--- src/rtl/hazard_fwd_unit.sv ---
// hazard_fwd_unit
//   Hazard and forwarding control for the 5-stage MIPS core. Keeps its own
//   E/M/W pipeline of writer tags built from the decoder's D-stage tags.
//   It compares those tags against the operand needs (Tuse) of the
//   instruction in D. From that it produces the D-stage stall and the
//   operand-mux selects for the D, E and M stages. All outputs are
//   combinational from the current tags.
//
//   Optional build macro: FWD_W_EN
//     Defined   : the W stage is a forwarding source
//                 (fwd1D/fwd2D = 3, fwd1E/fwd2E = 2, fwd2M = 1).
//     Undefined : the register file is write-first. W is never selected and
//                 fwd2M is always 0.
//
// Ports
//   clk              clock, rising edge
//   rst              synchronous reset, active-high
//   ra1D, ra2D       D-stage rs / rt register addresses
//   tuse1D, tuse2D   cycles until rs / rt is consumed (3 = not used)
//   waD              D-stage destination register
//   resD             D-stage result type (RES_*)
//   DEMWclr          flush of every tracked stage (exception / eret)
//   stall            hold PC and F/D, insert a bubble into E
//   fwd1D, fwd2D     D operand select: 0 RF, 1 E (PC+8), 2 M, 3 W
//   fwd1E, fwd2E     E operand select: 0 pipe reg, 1 M, 2 W
//   fwd2M            M store-data select: 0 pipe reg, 1 W
module hazard_fwd_unit (
   input  logic       clk,
   input  logic       rst,
   input  logic [4:0] ra1D,
   input  logic [4:0] ra2D,
   input  logic [1:0] tuse1D,
   input  logic [1:0] tuse2D,
   input  logic [4:0] waD,
   input  logic [2:0] resD,
   input  logic       DEMWclr,
   output logic       stall,
   output logic [1:0] fwd1D,
   output logic [1:0] fwd2D,
   output logic [1:0] fwd1E,
   output logic [1:0] fwd2E,
   output logic       fwd2M
);

   localparam logic [2:0] RES_NW  = 3'd0;
   localparam logic [2:0] RES_ALU = 3'd1;
   localparam logic [2:0] RES_DM  = 3'd2;
   localparam logic [2:0] RES_PC  = 3'd3;
   localparam logic [2:0] RES_MD  = 3'd4;

`ifdef FWD_W_EN
   localparam logic W_FWD = 1'b1;
`else
   localparam logic W_FWD = 1'b0;
`endif

   // Cycles until the result exists, counted at E entry.
   function automatic logic [1:0] tnew_of(input logic [2:0] res);
      case (res)
         RES_ALU: tnew_of = 2'd1;
         RES_MD:  tnew_of = 2'd1;
         RES_DM:  tnew_of = 2'd2;
         default: tnew_of = 2'd0;   // RES_PC is ready at E, RES_NW writes nothing
      endcase
   endfunction

   function automatic logic [1:0] dec_sat(input logic [1:0] t);
      dec_sat = (t == 2'd0) ? 2'd0 : t - 2'd1;
   endfunction

   // Tag pipeline. Only fields that are read later are kept. M needs rt for
   // store data. W needs only wa/res, because its tnew is always 0.
   logic [4:0] e_ra1_reg, e_ra2_reg, e_wa_reg;
   logic [2:0] e_res_reg;
   logic [1:0] e_tnew_reg;
   logic [4:0] m_ra2_reg, m_wa_reg;
   logic [2:0] m_res_reg;
   logic [1:0] m_tnew_reg;
   logic [4:0] w_wa_reg;
   logic [2:0] w_res_reg;

   always_ff @(posedge clk) begin
      if (rst || DEMWclr) begin
         e_ra1_reg  <= '0;
         e_ra2_reg  <= '0;
         e_wa_reg   <= '0;
         e_res_reg  <= RES_NW;
         e_tnew_reg <= '0;
         m_ra2_reg  <= '0;
         m_wa_reg   <= '0;
         m_res_reg  <= RES_NW;
         m_tnew_reg <= '0;
         w_wa_reg   <= '0;
         w_res_reg  <= RES_NW;
      end else begin
         if (stall) begin
            e_ra1_reg  <= '0;
            e_ra2_reg  <= '0;
            e_wa_reg   <= '0;
            e_res_reg  <= RES_NW;
            e_tnew_reg <= '0;
         end else begin
            e_ra1_reg  <= ra1D;
            e_ra2_reg  <= ra2D;
            e_wa_reg   <= waD;
            e_res_reg  <= resD;
            e_tnew_reg <= tnew_of(resD);
         end
         m_ra2_reg  <= e_ra2_reg;
         m_wa_reg   <= e_wa_reg;
         m_res_reg  <= e_res_reg;
         m_tnew_reg <= dec_sat(e_tnew_reg);
         w_wa_reg   <= m_wa_reg;
         w_res_reg  <= m_res_reg;
      end
   end

   // A stage holds a real writer only if it writes a register other than $0.
   logic vld_e, vld_m, vld_w;
   assign vld_e = (e_res_reg != RES_NW) && (e_wa_reg != 5'd0);
   assign vld_m = (m_res_reg != RES_NW) && (m_wa_reg != 5'd0);
   assign vld_w = (w_res_reg != RES_NW) && (w_wa_reg != 5'd0);

   // ---------------- D-stage sources (rs, rt) ----------------
   logic [4:0] d_ra   [2];
   logic [1:0] d_tuse [2];
   logic [1:0] d_fwd  [2];
   logic [1:0] d_stall;

   assign d_ra[0]   = ra1D;
   assign d_ra[1]   = ra2D;
   assign d_tuse[0] = tuse1D;
   assign d_tuse[1] = tuse2D;

   genvar gi;
   generate
      for (gi = 0; gi < 2; gi++) begin : g_dsrc
         logic       hit_e, hit_m, hit_w;
         logic [1:0] near_tnew;
         logic [1:0] fsel;

         assign hit_e = (d_ra[gi] != 5'd0) && vld_e && (e_wa_reg == d_ra[gi]);
         assign hit_m = (d_ra[gi] != 5'd0) && vld_m && (m_wa_reg == d_ra[gi]);
         assign hit_w = (d_ra[gi] != 5'd0) && vld_w && (w_wa_reg == d_ra[gi]);

         // Only the youngest matching writer counts. Once it has matched, an
         // older stage is never consulted, even if that older stage is ready.
         always_comb begin
            near_tnew = 2'd0;
            fsel      = 2'd0;
            if (hit_e) begin
               near_tnew = e_tnew_reg;
               if (e_tnew_reg == 2'd0 && e_res_reg == RES_PC)
                  fsel = 2'd1;
            end else if (hit_m) begin
               near_tnew = m_tnew_reg;
               if (m_tnew_reg == 2'd0)
                  fsel = 2'd2;
            end else if (hit_w && W_FWD) begin
               fsel = 2'd3;
            end
         end

         assign d_fwd[gi]   = fsel;
         assign d_stall[gi] = (d_tuse[gi] != 2'd3) && (d_tuse[gi] < near_tnew);
      end
   endgenerate

   assign stall = |d_stall;
   assign fwd1D = d_fwd[0];
   assign fwd2D = d_fwd[1];

   // ---------------- E-stage sources (rs, rt of the E tag) ----------------
   logic [4:0] e_ra  [2];
   logic [1:0] e_fwd [2];

   assign e_ra[0] = e_ra1_reg;
   assign e_ra[1] = e_ra2_reg;

   generate
      for (gi = 0; gi < 2; gi++) begin : g_esrc
         logic hit_m, hit_w;
         assign hit_m = (e_ra[gi] != 5'd0) && vld_m && (m_wa_reg == e_ra[gi]);
         assign hit_w = (e_ra[gi] != 5'd0) && vld_w && (w_wa_reg == e_ra[gi]);
         // A matching M writer that is not ready yet (load) shadows W.
         assign e_fwd[gi] = hit_m ? ((m_tnew_reg == 2'd0) ? 2'd1 : 2'd0)
                          : (hit_w && W_FWD) ? 2'd2 : 2'd0;
      end
   endgenerate

   assign fwd1E = e_fwd[0];
   assign fwd2E = e_fwd[1];

   // ---------------- M-stage store data ----------------
   assign fwd2M = W_FWD && (m_ra2_reg != 5'd0) && vld_w && (w_wa_reg == m_ra2_reg);

endmodule

--- config.mk ---
export PLATFORM = sky130hd
export DESIGN_NAME = hazard_fwd_unit
export DESIGN_NICKNAME = d
export VERILOG_FILES = /design/src/rtl/hazard_fwd_unit.sv
export SDC_FILE = /design/constraint.sdc
export NUM_CORES = 1
export LEC_CHECK = 0
export CAP_MARGIN = 20
export CORE_AREA = 2 2 63 65
export DETAILED_ROUTE_END_ITERATION = 7
export DIE_AREA = 0 0 65 67
export MAX_ROUTING_LAYER = met4
export PLACE_DENSITY = 0.73
export SLEW_MARGIN = 25
export SYNTH_ARGS = -nofsm -noshare
export SYNTH_HDL_FRONTEND = slang
export SYNTH_SLANG_ARGS = --single-unit
export TNS_END_PERCENT = 1
--- constraint.sdc ---
create_clock -name clk -period 2.7 [get_ports clk]
set_input_delay 0.405 -clock clk [delete_from_list [all_inputs] [get_ports clk]]
set_output_delay 0.405 -clock clk [all_outputs]
set_load 0.05 [all_outputs]
# == After elaboration in Yosys (flattened, before gate mapping) ==
# Index checks and enable logic that the tools add are counted.
# word_totals
inputBits,25
reg_bits,30
wordCells,69
# classes
order_cmp,2
add_sub_neg,1
reduce_logical,32
muxes,14
eq_ne,12
# op_table
operator,count
$eq 5x5->1,6
$reduce_bool 5->1,6
$mux 2,10
$logic_and 1x1->1,17
$eq 3x2->1 const B,2
$reduce_bool 3->1,2
$reduce_or 2->1,3
$logic_not 2->1,2
$lt 2x2->1,2
$ne 2x2->1 const B,2
$pmux 2 s2,1
$eq 3x1->1 const B,1
$eq 3x3->1 const B,1
$mux 1,3
$reduce_or 3->1,1
$sub 2x1->2 const B,1
$logic_or 1x1->1,1

# == Depth between registers and ports, before layout ==
# Gate-level depths: netlist of run 1.
# depth
depth_word,9
depth_mapped,13

# == Least setup slack after synthesis of run 1 ==
# OpenSTA, ideal clock, no wires.
# synth_timing
path_type,register to output
startpoint,register m_wa_reg[1]
endpoint,output port fwd2E[0]
setup_slack_ns,-0.401
path_stages_with_launch,6
required_ns,2.295
t_arrival_ns,2.696
cell_sequence,dfxtp_1 -> clkbuf_1 -> or4_1 -> nor2_1 -> or4_1 -> nor4_1
# synth_via
elab_chain_cells,5
elab_cells_between_ends,6
classes_between,eq/ne (1); mux (1); reduce/logical (4)
# synth_rtl
item,line,text
"start, declared",76,"logic [4:0] m_ra2_reg, m_wa_reg;"
"start signal, assigned",110,m_wa_reg <= e_wa_reg;
$reduce_bool 5->1,121,assign vld_m = (m_res_reg != RES_NW) && (m_wa_reg != 5'd0);
$logic_and 1x1->1,121,
$logic_and 1x1->1,183,assign hit_m = (e_ra[gi] != 5'd0) && vld_m && (m_wa_reg == e_ra[gi]);
$logic_and 1x1->1 *,183,
$mux 1 *,186,assign e_fwd[gi] = hit_m ? ((m_tnew_reg == 2'd0) ? 2'd1 : 2'd0)
"end, declared",41,"output logic [1:0] fwd2E,"
# Every way passes the cells marked *; elsewhere a longest branch is shown, timed or not.

# == Worst setup path in the final report of run 1 ==
# layout_timing
startpoint,input port ra2D[3]
endpoint,output port stall
# layout_via
elab_chain_cells,8
elab_cells_between_ends,12
classes_between,order compare (1); eq/ne (2); mux (2); reduce/logical (7)
# layout_rtl
item,line,text
"start, declared",31,"input logic [4:0] ra2D,"
$reduce_bool 5->1,--,
$logic_and 1x1->1 (2 in a row),143,assign hit_m = (d_ra[gi] != 5'd0) && vld_m && (m_wa_reg == d_ra[gi]);
$mux 2,155,end else if (hit_m) begin
$mux 2 *,151,if (hit_e) begin
$lt 2x2->1 *,165,assign d_stall[gi] = (d_tuse[gi] != 2'd3) && (d_tuse[gi] < near_tnew);
$logic_and 1x1->1 *,165,
$reduce_or 2->1 *,169,assign stall = |d_stall;
"end, declared",37,"output logic stall,"
# Marked as above.

==> results of run 1 <==
==> layout by cell type (no fill, tap or decap), drive strengths merged, types with 3 or more instances in the layout <==
cell type and n:
a211oi 3, and2 8, buf 44, clkbuf 9, clkdlybuf4s50 15, conb 3, dfxtp 30, ha 3
nand2 4, nand3 4, nand4 21, nand4b 3, nor2 37, nor3 6, nor4 5, or4 4
xnor2 5, xor2 25
==> through the flow <==
step | hold WS [ps] | setup WS, ps | utilization, %
finish | 407.3 | -364.6 | 65.27
global route | 403.8 | -441.5 | 65.27
CTS | 397.7 | -369.0 | 64.05
detailed placement | 467.2 | -690.1 | 58.64
global placement | 463.7 | -666.6 | 58.64
floorplan | 436.6 | -349.9 | -
==> how the worst max path moves through the flow <==
stage / to / depth (start not counted) / slack, ps / startpoint
floorplan: stall / 11 / -350 / ra2D[1]
global placement: stall / 12 / -670 / ra1D[1]
detailed placement: stall / 12 / -690 / ra1D[1]
CTS: stall / 12 / -370 / ra1D[2]
global route: stall / 11 / -440 / e_wa_reg[2]
finish: stall / 13 / -360 / ra2D[3]
==> final cells by class <==
type / count / area [sq um]
Clock buffer: 6 / 72.57
Timing Repair Buffer: 65 / 581.8
Tap cell: 48 / 60.06
Inverter: 2 / 7.507
Clock inverter: 2 / 37.54
Sequential cell: 30 / 606.8
Fill cell: 295 / 1252
Multi-Input combinational cell: 141 / 987.2
==> per-layer routing <==
layer | vias to the layer above | wire length [um] | global-route usage [%]
li1 | 760 | - | -
met3 | 14 | 251 | 5.743
met2 | 54 | 2271 | 37.37
met5 | - | 0 | -
met1 | 760 | 1924 | 25.93
met4 | 0 | 181 | 14.36
==> critical path, stage by stage <==
cell	delay, ps
clkdlybuf4s15_1	180
buf_4	150
xor2_1	140
nor2_1	250
nand4b_1	200
buf_4	190
o22a_1	190
ha_2	180
nor2_2	90
and4b_1	230
o211ai_2	110
nand3b_1	170
buf_12	160
==> kinds of logic (layout without fill, tap and decap cells) <==
| family | Yosys count | after routing | share of synthesized area (%) |
|---|---|---|---|
| xor gates and xnor gates | 30 | 30 | 16.51 |
| other | 1 | 3 | 0.2356 |
| adders and majority gates | 3 | 3 | 2.359 |
| DFF | 30 | 30 | 37.74 |
| buffers and inverters | 18 | 75 | 6.683 |
| AOI/OAI and AO/OA | 8 | 8 | 4.009 |
| and+or+nand+nor | 97 | 97 | 32.47 |
==> power groups by stage <==
| stage | clock (mW) | sequential, mW | combinational (mW) |
|---|---|---|---|
| floorplan | 0 | 0.471 | 0.0814 |
| global placement | 0 | 0.474 | 0.161 |
| detailed placement | 0 | 0.475 | 0.162 |
| CTS | 0.454 | 0.465 | 0.167 |
| global route | 0.477 | 0.467 | 0.188 |
| finish | 0.452 | 0.466 | 0.175 |
==> timing repair <==
action                     4_1_cts  5_1_grt
resized for setup               42       17
setup endpoints to repair       22       22
pin swaps                       14       25
buffers inserted                 5        2
==> summary.md, run 1 <==
| Metric | Value |
|---|---|
| F_max | around 0.33 GHz |
| Vias per cell | roughly 5.4 |
| Post-Route Skew | between 4 and 5 ps |
| Antenna violations before repair | 0 |
| YS warnings | 0 |
| Vias in the first global route | ~1.6k |
| Total Power | between 1 and 1.5 mW |
| Routed len/inst | about 16 um |
| Row cnt | 22 |
| Placed cells | around 280 |
| Worst reg2reg path depth | 14 |
| Setup_tns | -409.1 ps |
| Final nets | around 270 |
| R2r setup slk | about 50 ps |
| CTS Hold Bufs | 0 |
| DRC Markers | 0 |
| Port-buffer cells | 31 |
| P_int | 0.8134 mW |
| Maximum vdd drop | between 0.3 and 0.4 mV |
| Avg Synthesized Cell Area | around 8.5 sq um |
| Endpoint, Worst Hold | e_ra2_reg[4] |
| Mapped Cells | ~190 |
| Sequential share of the synthesized area | a little under two fifths |
| TritonRoute pass-1 iters | 4 |
| Clk_lat worst skew | between 200 and 300 ps |
| Post-route ant nets | 0 |
| Layout cells sized above 1 | about a third |
| CP Max Fanout | 3 |
| Antenna cells | 0 |
| Layout Cells excl Fill | around 290 |
| Total gr overflow | 0 |
| Netlist cell types | 29 |
| Cell area after synthesis | ~0.0016 sq mm |
| Die X-Extent | between 60 and 70 um |
| Core Area | about 0.0036 sq mm |
| Via count | ~1.6k |
| MaxCap Viol Count | 0 |
| Sw frac | about a quarter |
| Global Route Usage Sum | between 20% and 30% |
| Gpl congestion | just over 0.9 |
| HP Start | ra2D[4] |
| Slew margin rel. | around 67% |
| CP Launch Type | input port |
| Initial DRC Count | around 110 |
| Largest net degree at the start of global routing | 29 |
| Synth async-reset ratio | 0% |
| Area leader, netlist | dfxtp_1 |
| IO Pins | 35 |
| H-Tree Depth | 2 |
| Top cells by count, synth | nor2_1, dfxtp_1, xor2_1, nand4_1, and2_1 |
| Die H | approximately 67 um |
| Most common cell in the synthesized netlist | nor2_1 |
| Top cell type's share of synthesized area | about 38% |
| Reg power frac | 42.7% |
| Fin. max-slew vios | 0 |
| Hold Vio Cnt, Final | 0 |
| Outcome | finished, violations left |
| Clock slew at reported path FFs | roughly 70 ps |
| Setup WS post-layout | -364.6 ps |
| Synth area leaders | dfxtp_1, xor2_1, nor2_1, nand4_1, and2_1 |
| RSZ-0062 raised after global routing | true |
| Worst EP required | between 2000 and 2500 ps |
| CP Capture Type | output pin |
| Leak Pwr | about 1.0 nW |
| Fin crit period | a little over 3000 ps |
| Syn-to-layout area delta | 47.88% |
| Switching Power | between 0.2 and 0.3 mW |
| Clock sink count | 30 |
| Post-synth EDFFs | 0 |
| Reg2Reg Capture Point | e_res_reg[1] |
| HP Class | input port to flop |
| RR Startpoint | e_wa_reg[3] |
| WP data arrival | around 2700 ps |
| Clk pwr share | 41.3% |
| Number of synthesized register bits | 30 |
| CTS tree | yes |
| Num CTS Buffers | 5 |
| Hold path cells | 3 |
| Worst Tran Pin Value | approximately 500 ps |
| Clock Tree Root | clkbuf_8 |
| Finished Cell Area | 0.002354 sq mm |
| WL final | around 4.6 mm |
| Top_reg_cell synth | dfxtp_1 |
| Pwr Density | 464.3 mW/mm^2 |
| Die area | roughly 0.0044 sq mm |
| Final period utilization | 113.5% |
| Cell Area, Placed | 0.002115 sq mm |
| Longest Clk Path Bufs | 2 |
| Starting Density | approximately 44% |
| Violated checks | negative setup slack |
| First-pass GRT wire length | 7.155 mm |
| Post-DP HPWL | slightly below 3 mm |
| Setup violators final | 10 |
| Gate power share | between 15 and 20% |
| Crit path kind | input port to output pin |
Note: power is estimated with default switching activity, not from simulation.
==> run 2: changes to the inputs <==
--- a/config.mk
+++ b/config.mk
@@ -9,6 +9,7 @@
 export CORE_AREA = 2 2 63 65
 export DETAILED_ROUTE_END_ITERATION = 7
 export DIE_AREA = 0 0 65 67
+export HOLD_SLACK_MARGIN = 0.06
 export MAX_ROUTING_LAYER = met4
 export PLACE_DENSITY = 0.73
 export SLEW_MARGIN = 25
==> results of run 2 <==
The final DEF is identical to that of run 1; final timing and power are the same.
==> run 3: changes to the inputs <==
--- a/config.mk
+++ b/config.mk
@@ -12,6 +12,7 @@
 export HOLD_SLACK_MARGIN = 0.06
 export MAX_ROUTING_LAYER = met4
 export PLACE_DENSITY = 0.73
+export RECOVER_POWER = 100
 export SLEW_MARGIN = 25
 export SYNTH_ARGS = -nofsm -noshare
 export SYNTH_HDL_FRONTEND = slang
==> summary.md, run 3 (same netlist as run 1, synthesis figures left out) <==
| Metric | Value |
|---|---|
| Layout Cells excl Fill | 294 (unchanged) |
| Fin crit period | 3058 ps (-6.441 ps) |
| CP top delay family | simple AND/OR/NAND/NOR gates |
| Layout cells sized above 1 | 30.89% (-1.2 points) |
| Most frequent cell on the critical path | buf_4 |
| WL final | 4.655 mm (+0.56%) |
| CP max-delay cell | nor2_1 |
| CP Max Fanout | 3 (unchanged) |
| CTS tree | yes |
| DRC Markers | 0 (unchanged) |
| Sum of buffers and inverters on the critical path | 4 (unchanged) |
| Slowest cell delay on critical path | 250 ps (about the same) |
| Largest net degree at the start of global routing | 29 (unchanged) |
| Syn-to-layout area delta | 45.68% |
| Clk pwr share | 41.4% (about the same) |
| Worst EP required | 2300 ps (about the same) |
| Clock sink count | 30 (unchanged) |
| Final nets | 273 (unchanged) |
| Antenna cells | 0 (unchanged) |
| Via count | 1,587 (-0.063%) |
| Slew margin rel. | 25.31% (-41 points) |
| Placed cells | 279 (unchanged) |
| Post-Route Skew | 4.163 ps (-0.2460 ps) |
| CP Launch Type | input port |
| Vias in the first global route | 1,550 (unchanged) |
| Die H | 67 um (unchanged) |
| Clock slew at reported path FFs | 70 ps (about the same) |
| Pwr Density | 471.5 mW/mm^2 (+1.5%) |
| Longest Clk Path Bufs | 2 (unchanged) |
| Total gr overflow | 0 (unchanged) |
| HP Start | ra2D[4] |
| Num CTS Buffers | 5 (unchanged) |
| Fin. max-slew vios | 0 (unchanged) |
| Routed len/inst | 15.83 um (+0.56%) |
| Reg power frac | 42.6% (about the same) |
| WP data arrival | 2650 ps (about the same) |
| H-Tree Depth | 2 (unchanged) |
| Violated checks | negative setup slack |
| Crit path cell chain | clkdlybuf4s15_1 -> buf_4 -> xor2_1 -> nor2_1 -> nand4b_1 -> buf_4 -> o22a_1 -> ha_2 -> nor2_2 -> and4b_1 -> o211ai_2 -> nand3b_1 -> buf_12 |
| Most common cell after layout, fill and taps aside | nor2_1 |
| Hold Vio Cnt, Final | 0 (unchanged) |
| RSZ-0062 raised after global routing | true |
| MaxCap Viol Count | 0 (unchanged) |
| First-pass GRT wire length | 7.155 mm (unchanged) |
| Most frequent cells in the layout | nor2_1, buf_4, xor2_1, dfxtp_1, nand4_1 |
| Final period utilization | 113.3% (-0.24 points) |
| Total Power | 1.093 mW (about the same) |
| Maximum vdd drop | 0.3451 mV (+0.61%) |
| Die X-Extent | 65 um (unchanged) |
| Antenna violations before repair | 0 (unchanged) |
| Clock Tree Root | clkbuf_8 |
| P_int | 0.8122 mW (-0.15%) |
| Gate power share | 15.9% (about the same) |
| F_max | 0.3270 GHz (+0.21%) |
| Setup WS post-layout | -358.2 ps (+6.441 ps) |
| CP Capture Type | output pin |
| Switching Power | 0.2809 mW (+0.55%) |
| Worst Tran Pin Value | 1120 ps (+623.8 ps) |
| TritonRoute pass-1 iters | 4 (unchanged) |
| Outcome | finished, violations left |
| Setup crit start | ra2D[3] |
| Gpl congestion | 0.9184 (unchanged) |
| Core Area | 0.003606 sq mm (unchanged) |
| Die area | 0.004355 sq mm (unchanged) |
| Crit path kind | input port to output pin |
| IO Pins | 35 (unchanged) |
| Initial DRC Count | 107 (-6.1%) |
| Post-DP HPWL | 2.956 mm (unchanged) |
| Setup violators final | 12 (+2) |
| Starting Density | 44.14% (unchanged) |
| Post-route ant nets | 0 (unchanged) |
| HP Class | input port to flop |
| Leak Pwr | 1.012 nW (-0.40%) |
| Row cnt | 22 (unchanged) |
| Hold Slack | 407.1 ps (-0.2790 ps) |
| Vias per cell | 5.398 (about the same) |
| Port-buffer cells | 31 (unchanged) |
| CTS Hold Bufs | 0 (unchanged) |
| Global Route Usage Sum | 23.19% (unchanged) |
| Sw frac | 25.70% (+0.13 points) |
| Clk_lat worst skew | 290 ps (about the same) |
| RR Startpoint | e_wa_reg[3] |
-- run 3: repair_timing --
action,4_1_cts,5_1_grt
pin swaps,14,25
resized for setup,42,17
setup endpoints to repair,22,22
setup buffers,5,2
-- run 3: worst register-to-register path: cells and delay by family (launching register included) --
family                     cells  cell delay, ps
and+or+nand+nor                6             920
buffers and inverters          4             610
DFF                            1             360
AOI/OAI and AO/OA              2             300
adders and majority gates      1             180
xor gates and xnor gates       1             170
-- run 3: layout make-up --
class | count | area (sq um)
clock inverter | 2 | 37.54
sequential | 30 | 606.8
tap | 48 | 60.06
fill | 304 | 1287
multi-input combinational | 141 | 987.2
timing repair buffer | 65 | 546.8
inverter | 2 | 7.507
clock buffer | 6 | 72.57
-- run 3: per-stage QoR --
stage | TNS [ps] | setup slack (ps) | area (sq um) | util (%)
5_1_grt | -1836 | -441.5 | 2318 | 64.30
2_1_floorplan | -349.9 | -349.9 | 1605 | -
3_3_place_gp | -8813 | -666.6 | 2115 | 58.64
3_5_place_dp | -9627 | -690.1 | 2115 | 58.64
6_report | -438.5 | -358.2 | 2318 | 64.30
4_1_cts | -369.0 | -369.0 | 2310 | 64.05
-- run 3: per-layer routing --
layer / vias to the layer above / track usage (%) / wire (um)
met2: 49 / 37.37 / 2284
met3: 14 / 5.743 / 227
met1: 762 / 25.93 / 1962
li1: 762 / - / -
met5: - / - / 0
met4: 0 / 14.36 / 181
-- run 3: power groups by stage --
stage                     Clock [mW]  Combinational (mW)  Sequential, mW
after floorplan                    0              0.0814           0.471
after global placement             0               0.161           0.474
after detailed placement           0               0.162           0.475
after CTS                      0.454               0.167           0.465
after global routing           0.477               0.187           0.467
final                          0.453               0.174           0.466
-- run 3: worst paths after layout --
check	end	slack (ps)	depth (start not counted)
max	stall	-360	13
min	e_ra2_reg[4]	410	3
max reg2reg	e_res_reg[1]	50	14
min reg2reg	m_res_reg[2]	480	1
